File: config.mk
export PLATFORM = sky130hd
export DESIGN_NAME = rf_read_arbiter
export DESIGN_NICKNAME = d
export VERILOG_FILES = /design/src/rtl/rf_read_arbiter.sv
export SDC_FILE = /design/constraint.sdc
export NUM_CORES = 1
export LEC_CHECK = 0
export ABC_AREA = 1
export CAP_MARGIN = 20
export CORE_UTILIZATION = 40
export CTS_BUF_LIST = sky130_fd_sc_hd__clkbuf_4 sky130_fd_sc_hd__clkbuf_8
export CTS_CLUSTER_SIZE = 20
export DETAILED_ROUTE_END_ITERATION = 10
export DONT_BUFFER_PORTS = 1
export GPL_TIMING_DRIVEN = 0
export PLACE_DENSITY_LB_ADDON = 0.08
export SLEW_MARGIN = 20
export SYNTH_ARGS = -nofsm -noshare
export SYNTH_HDL_FRONTEND = slang
export SYNTH_SLANG_ARGS = --single-unit
export TNS_END_PERCENT = 30
File: constraint.sdc
create_clock -name clk -period 2.3 [get_ports clk]
set_clock_uncertainty 0.1 [all_clocks]
set_input_delay 0.23 -clock clk [delete_from_list [all_inputs] [get_ports clk]]
set_output_delay 0.23 -clock clk [all_outputs]
set_load 0.01 [all_outputs]
File: src/rtl/rf_read_arbiter.sv
// rf_read_arbiter: shares one register-file read port among NUM_REQ requesters.
// Round-robin grant with a single outstanding read. rf_en/rf_addr are held until
// rf_done; the result is then returned to the winner. A timeout bounds every
// transaction, and dropping req_en for the granted requester aborts it.
//
// Ports:
//   clk        clock, posedge
//   rst        synchronous active-low reset
//   req_en     per-requester level request, held until rsp_done
//   req_addr   requester i address in bits [i*ADDR_W +: ADDR_W]
//   rsp_done   completion pulse per requester (one-hot unless coalescing)
//   rsp_valid  data valid, qualified by rsp_done
//   rsp_value  read data, qualified by rsp_done
//   rf_en      physical port request
//   rf_addr    physical port address
//   rf_done    register-file completion, sampled while rf_en=1
//   rf_valid   register-file data valid
//   rf_value   register-file data
//
// Build option: define RF_ARB_COALESCE_EN to complete every pending requester
// whose address matches the granted one in the same transaction.
module rf_read_arbiter #(
    parameter int unsigned NUM_REQ        = 4,
    parameter int unsigned ADDR_W         = 5,
    parameter int unsigned XLEN           = 32,
    parameter int unsigned TIMEOUT_CYCLES = 16
) (
    input  logic                      clk,
    input  logic                      rst,
    input  logic [NUM_REQ-1:0]        req_en,
    input  logic [NUM_REQ*ADDR_W-1:0] req_addr,
    output logic [NUM_REQ-1:0]        rsp_done,
    output logic                      rsp_valid,
    output logic [XLEN-1:0]           rsp_value,
    output logic                      rf_en,
    output logic [ADDR_W-1:0]         rf_addr,
    input  logic                      rf_done,
    input  logic                      rf_valid,
    input  logic [XLEN-1:0]           rf_value
);

    localparam int unsigned IDX_W = (NUM_REQ > 1) ? $clog2(NUM_REQ) : 1;
    localparam int unsigned SUM_W = IDX_W + 1;
    localparam int unsigned TMO_W = $clog2(TIMEOUT_CYCLES + 1);

    localparam logic [0:0] ST_IDLE = 1'b0;
    localparam logic [0:0] ST_BUSY = 1'b1;

    logic [0:0]        state_q, state_d;
    logic [IDX_W-1:0]  grant_q, grant_d;
    logic [IDX_W-1:0]  ptr_q, ptr_d;
    logic [TMO_W-1:0]  tmo_q, tmo_d;

    logic [ADDR_W-1:0] addr_arr [NUM_REQ];
    logic [IDX_W-1:0]  winner;
    logic              found;
    logic [SUM_W-1:0]  idx;
    logic [IDX_W-1:0]  ptr_inc;
    logic [NUM_REQ-1:0] share;
    logic              complete;

    // Unpack the flat address bus
    for (genvar i = 0; i < NUM_REQ; i++) begin : g_addr
        assign addr_arr[i] = req_addr[i*ADDR_W +: ADDR_W];
    end

    // Round-robin pick: first set request scanning from ptr with wrap
    always_comb begin
        found  = 1'b0;
        winner = '0;
        idx    = '0;
        for (int unsigned k = 0; k < NUM_REQ; k++) begin
            idx = SUM_W'(ptr_q) + SUM_W'(k);
            if (idx >= SUM_W'(NUM_REQ)) begin
                idx = idx - SUM_W'(NUM_REQ);
            end
            if (!found && req_en[idx[IDX_W-1:0]]) begin
                found  = 1'b1;
                winner = idx[IDX_W-1:0];
            end
        end
    end

    // Pointer after this grant, wrapping at NUM_REQ-1
    assign ptr_inc = (grant_q == IDX_W'(NUM_REQ - 1)) ? '0 : grant_q + IDX_W'(1);

`ifdef RF_ARB_COALESCE_EN
    // Pending requesters reading the same register ride along on the completion
    always_comb begin
        share = '0;
        for (int unsigned i = 0; i < NUM_REQ; i++) begin
            share[i] = req_en[i] && (addr_arr[i] == addr_arr[grant_q]);
        end
    end
`else
    assign share = '0;
`endif

    // Next-state and output decode
    always_comb begin
        state_d   = state_q;
        grant_d   = grant_q;
        ptr_d     = ptr_q;
        tmo_d     = tmo_q;
        complete  = 1'b0;
        rsp_done  = '0;
        rsp_valid = 1'b0;
        rsp_value = '0;
        rf_en     = 1'b0;
        rf_addr   = '0;

        case (state_q)
            ST_IDLE: begin
                if (found) begin
                    grant_d = winner;
                    state_d = ST_BUSY;
                    tmo_d   = '0;
                end
            end
            ST_BUSY: begin
                rf_en   = 1'b1;
                rf_addr = addr_arr[grant_q];
                // A flushed requester never receives a completion, even with rf_done
                if (!req_en[grant_q]) begin
                    state_d = ST_IDLE;
                    ptr_d   = ptr_inc;
                end else if (rf_done) begin
                    complete  = 1'b1;
                    rsp_valid = rf_valid;
                    rsp_value = rf_value;
                end else if (tmo_q == TMO_W'(TIMEOUT_CYCLES - 1)) begin
                    complete = 1'b1;
                end else begin
                    tmo_d = tmo_q + TMO_W'(1);
                end
                if (complete) begin
                    rsp_done = (NUM_REQ'(1) << grant_q) | share;
                    state_d  = ST_IDLE;
                    ptr_d    = ptr_inc;
                end
            end
            default: begin
                state_d = ST_IDLE;
            end
        endcase

        // Reset abandons any transaction in flight without a response
        if (!rst) begin
            rsp_done  = '0;
            rsp_valid = 1'b0;
            rsp_value = '0;
            rf_en     = 1'b0;
            rf_addr   = '0;
        end
    end

    // State registers
    always_ff @(posedge clk) begin
        if (!rst) begin
            state_q <= ST_IDLE;
            grant_q <= '0;
            ptr_q   <= '0;
            tmo_q   <= '0;
        end else begin
            state_q <= state_d;
            grant_q <= grant_d;
            ptr_q   <= ptr_d;
            tmo_q   <= tmo_d;
        end
    end

endmodule

==> flow_summary.toml <==
[critical_path]
cp_common_cell = "ha_1"
crit_type = "flop to output pin"
critPathBufInv = 0
ff2ff_path_depth = 7
startpoint_type = "flop"
r2r-start = "tmo_q[0]"
rrSetupSlack_ns = 0.56
worstPathCellList = "ha_1, and3_1, ha_1, o21ai_0, nor2_1"
r2r_end = "tmo_q[4]"
path_max_fanout = 4
critPathCaptureType = "output pin"
cp_top_family = "compound AO/OA/AOI/OAI gates"
critPathMaxStageDelay_ns = 0.45
worstPathArrival_ns = 1.81
worstPathRequired_ns = 1.97
critPathSlowestCell = "o21ai_0"

[yosys]
synth_area_leaders = "nor2_1 18%, dfxtp_1 16%, inv_1 14%"
yosys_warnings = 0
synth_ff_type = "dfxtp_1"
syn_avg_cell_area_um2 = 5.30
synth.most_common_cell = "nor2_1"
yosysUniqueCellTypes = 23
synth_common_cells = "63 x nor2_1, 49 x inv_1, 39 x nand2_1"
synth-edff-count = 0
syn_area_um2 = 1280
synth_largest_area_cell = "nor2_1"
synth_seq_cells = 10
synth_nets = 308
yosysSeqAreaShare_pct = 15.6
async_flop_share_pct = 0
syn_inst = 242
synth_top_area_share_pct = 18.4

[worst_hold_path]
hold_end = "ptr_q[1]"
worstHoldPathCells = 2
hold_start = "rst"
worstHoldPathType = "primary input to flop"

[clocking]
h-tree-depth = 1
cts_buffer_depth = 2
cts_setup_buffers = 0
clk_pin_slew_worst_paths_ns = 0.06
cts-root-buf = "clkbuf_4"
worst_skew_pair.late_latency_ns = 0.26
cts_sinks = 10
cts_buffers = 3
cts_tree = "yes"

[finish]
fillers = 364
drive_gt1_share_pct = 11.4
syn_to_final_growth_pct = 8.00
fin_util_pct = 45.4
nets = 314
antennaDiodeCount = 0

[status]
status = "finished, final reports clean"

[sta]
tns_ns = 0
fmaxAchievable_mhz = 467
hold_viol = 0
grt_setup_unrepaired = "false"
period_share_pct = 93.1
finalSetupViolCount = 0
final_max_slew_viol_count = 0
slew_headroom_pct = 64.3
fin_crit_ns = 2.14
tightestPinTransition_ns = 0.530

[floorplanning]
coreArea_um2 = 3050
initial_utilization_pct = 42.0
die_area_um2 = 3440
fp.dieH_um = 58.6
die_w_um = 58.6
ios = 103
num_rows = 20

[route]
ant_nets = 0
avgRoutedWirePerCell_um = 11.6
drt_iter0_markers = 40
remaining_drc_errors = 0
vias_per_cell = 4.80
dr.pass1.iters = 4
routed_wl_um = 3370
via_count = 1393

[global_route]
track_usage_pct = 19.5
overflow = 0
grt_pass1_vias = 1191
antenna_found_initial = 0
grt_max_degree = 12
grt_pass1_wl_um = 5130

[pwr]
power_density_nw_per_um2 = 730
leakage_nw = 0.751
ir_worst_vdd_mv = 0.325

[place]
place_hpwl_um = 2750
gp_congestion = 0.780
io_buffers = 0

[job]
maxCapViolCount = 0
==> per-layer routing <==
layer / part of all wire (%) / vias to the layer above / global-route usage (%)
li1: - / 748 / -
met1: 47 / 588 / 24.0
met2: 46 / 52 / 34.5
met3: 6.6 / 5 / 3.96
met4: 1.0 / 0 / 5.10
met5: 0 / - / 0
==> cell type report <==
class                           instances  area, um2  share of cell area, %
Buffer                                  6       33.8                   2.44
Clock buffer                            3       22.5                   1.63
Multi-Input combinational cell        174        866                   62.5
Inverter                               52        196                   14.2
Timing Repair Buffer                    1       10.0                  0.723
Tap cell                               44       55.1                   3.97
Sequential cell                        10        201                   14.5
==> through the flow <==
stage,setup slack (ns),instance area (um2),std cells,hold WS (ns),total power (W)
3_5_place_dp,0.262,1340,286,0.262,0.000890
5_1_grt,0.00585,1390,290,0.0349,0.00113
3_3_place_gp,0.257,1340,286,0.254,0.000888
4_1_cts,0.0773,1370,290,0.0101,0.00102
6_report,0.158,1390,290,0.0137,0.00101
2_1_floorplan,0.650,1280,242,0.250,0.000769
==> placed cells by master (no fill, tap or decap), drive strengths merged <==
cell / n
nor2: 64
ha: 6
dlygate4sd3: 1
o21ai: 22
nor3: 2
inv: 51
buf: 4
dfxtp: 10
nand4: 1
clkinv: 1
nand2: 46
or2: 1
a21oi: 16
clkbuf: 5
xor2: 1
nand3: 14
and3: 1
==> worst max path at each step <==
stage               startpoint             to  depth (start not counted)
floorplan           grant_q[1]  rsp_value[10]                          5
global placement    grant_q[1]   rsp_value[3]                          6
detailed placement  grant_q[1]   rsp_value[3]                          6
CTS                    state_q   rsp_value[3]                          5
global route          tmo_q[0]    rsp_done[1]                          5
finish                tmo_q[0]    rsp_done[0]                          5
==> flip-flops by register name, indices dropped and copies added, names as in the netlist <==
| signal | cells |
|---|---|
| ptr_q | 2 |
| grant_q | 2 |
| state_q | 1 |
| tmo_q | 5 |
==> what timing repair did <==
action / 4_1_cts / 5_1_grt
gates cloned: 0 / 0
hold buffers: 1 / 0
hold endpoints to repair: 3 / 0
setup endpoints to repair: 30 / 30
resized for setup: 2 / 4
==> kinds of logic after synthesis <==
| kind of cell | synth area share (%) |
|---|---|
| buf+inv | 17.9 |
| xor+xnor | 0.683 |
| flops | 15.6 |
| fa+ha+maj | 5.85 |
| compound gates | 15.4 |
| simple gates | 44.6 |
==> report_power, final <==
part           internal [W]  switching (W)  total, W
logic              0.000202       0.000418  0.000620
registers          0.000210      0.0000634  0.000273
clock network     0.0000604      0.0000569  0.000117
Note: power is estimated with default switching activity, not from simulation.
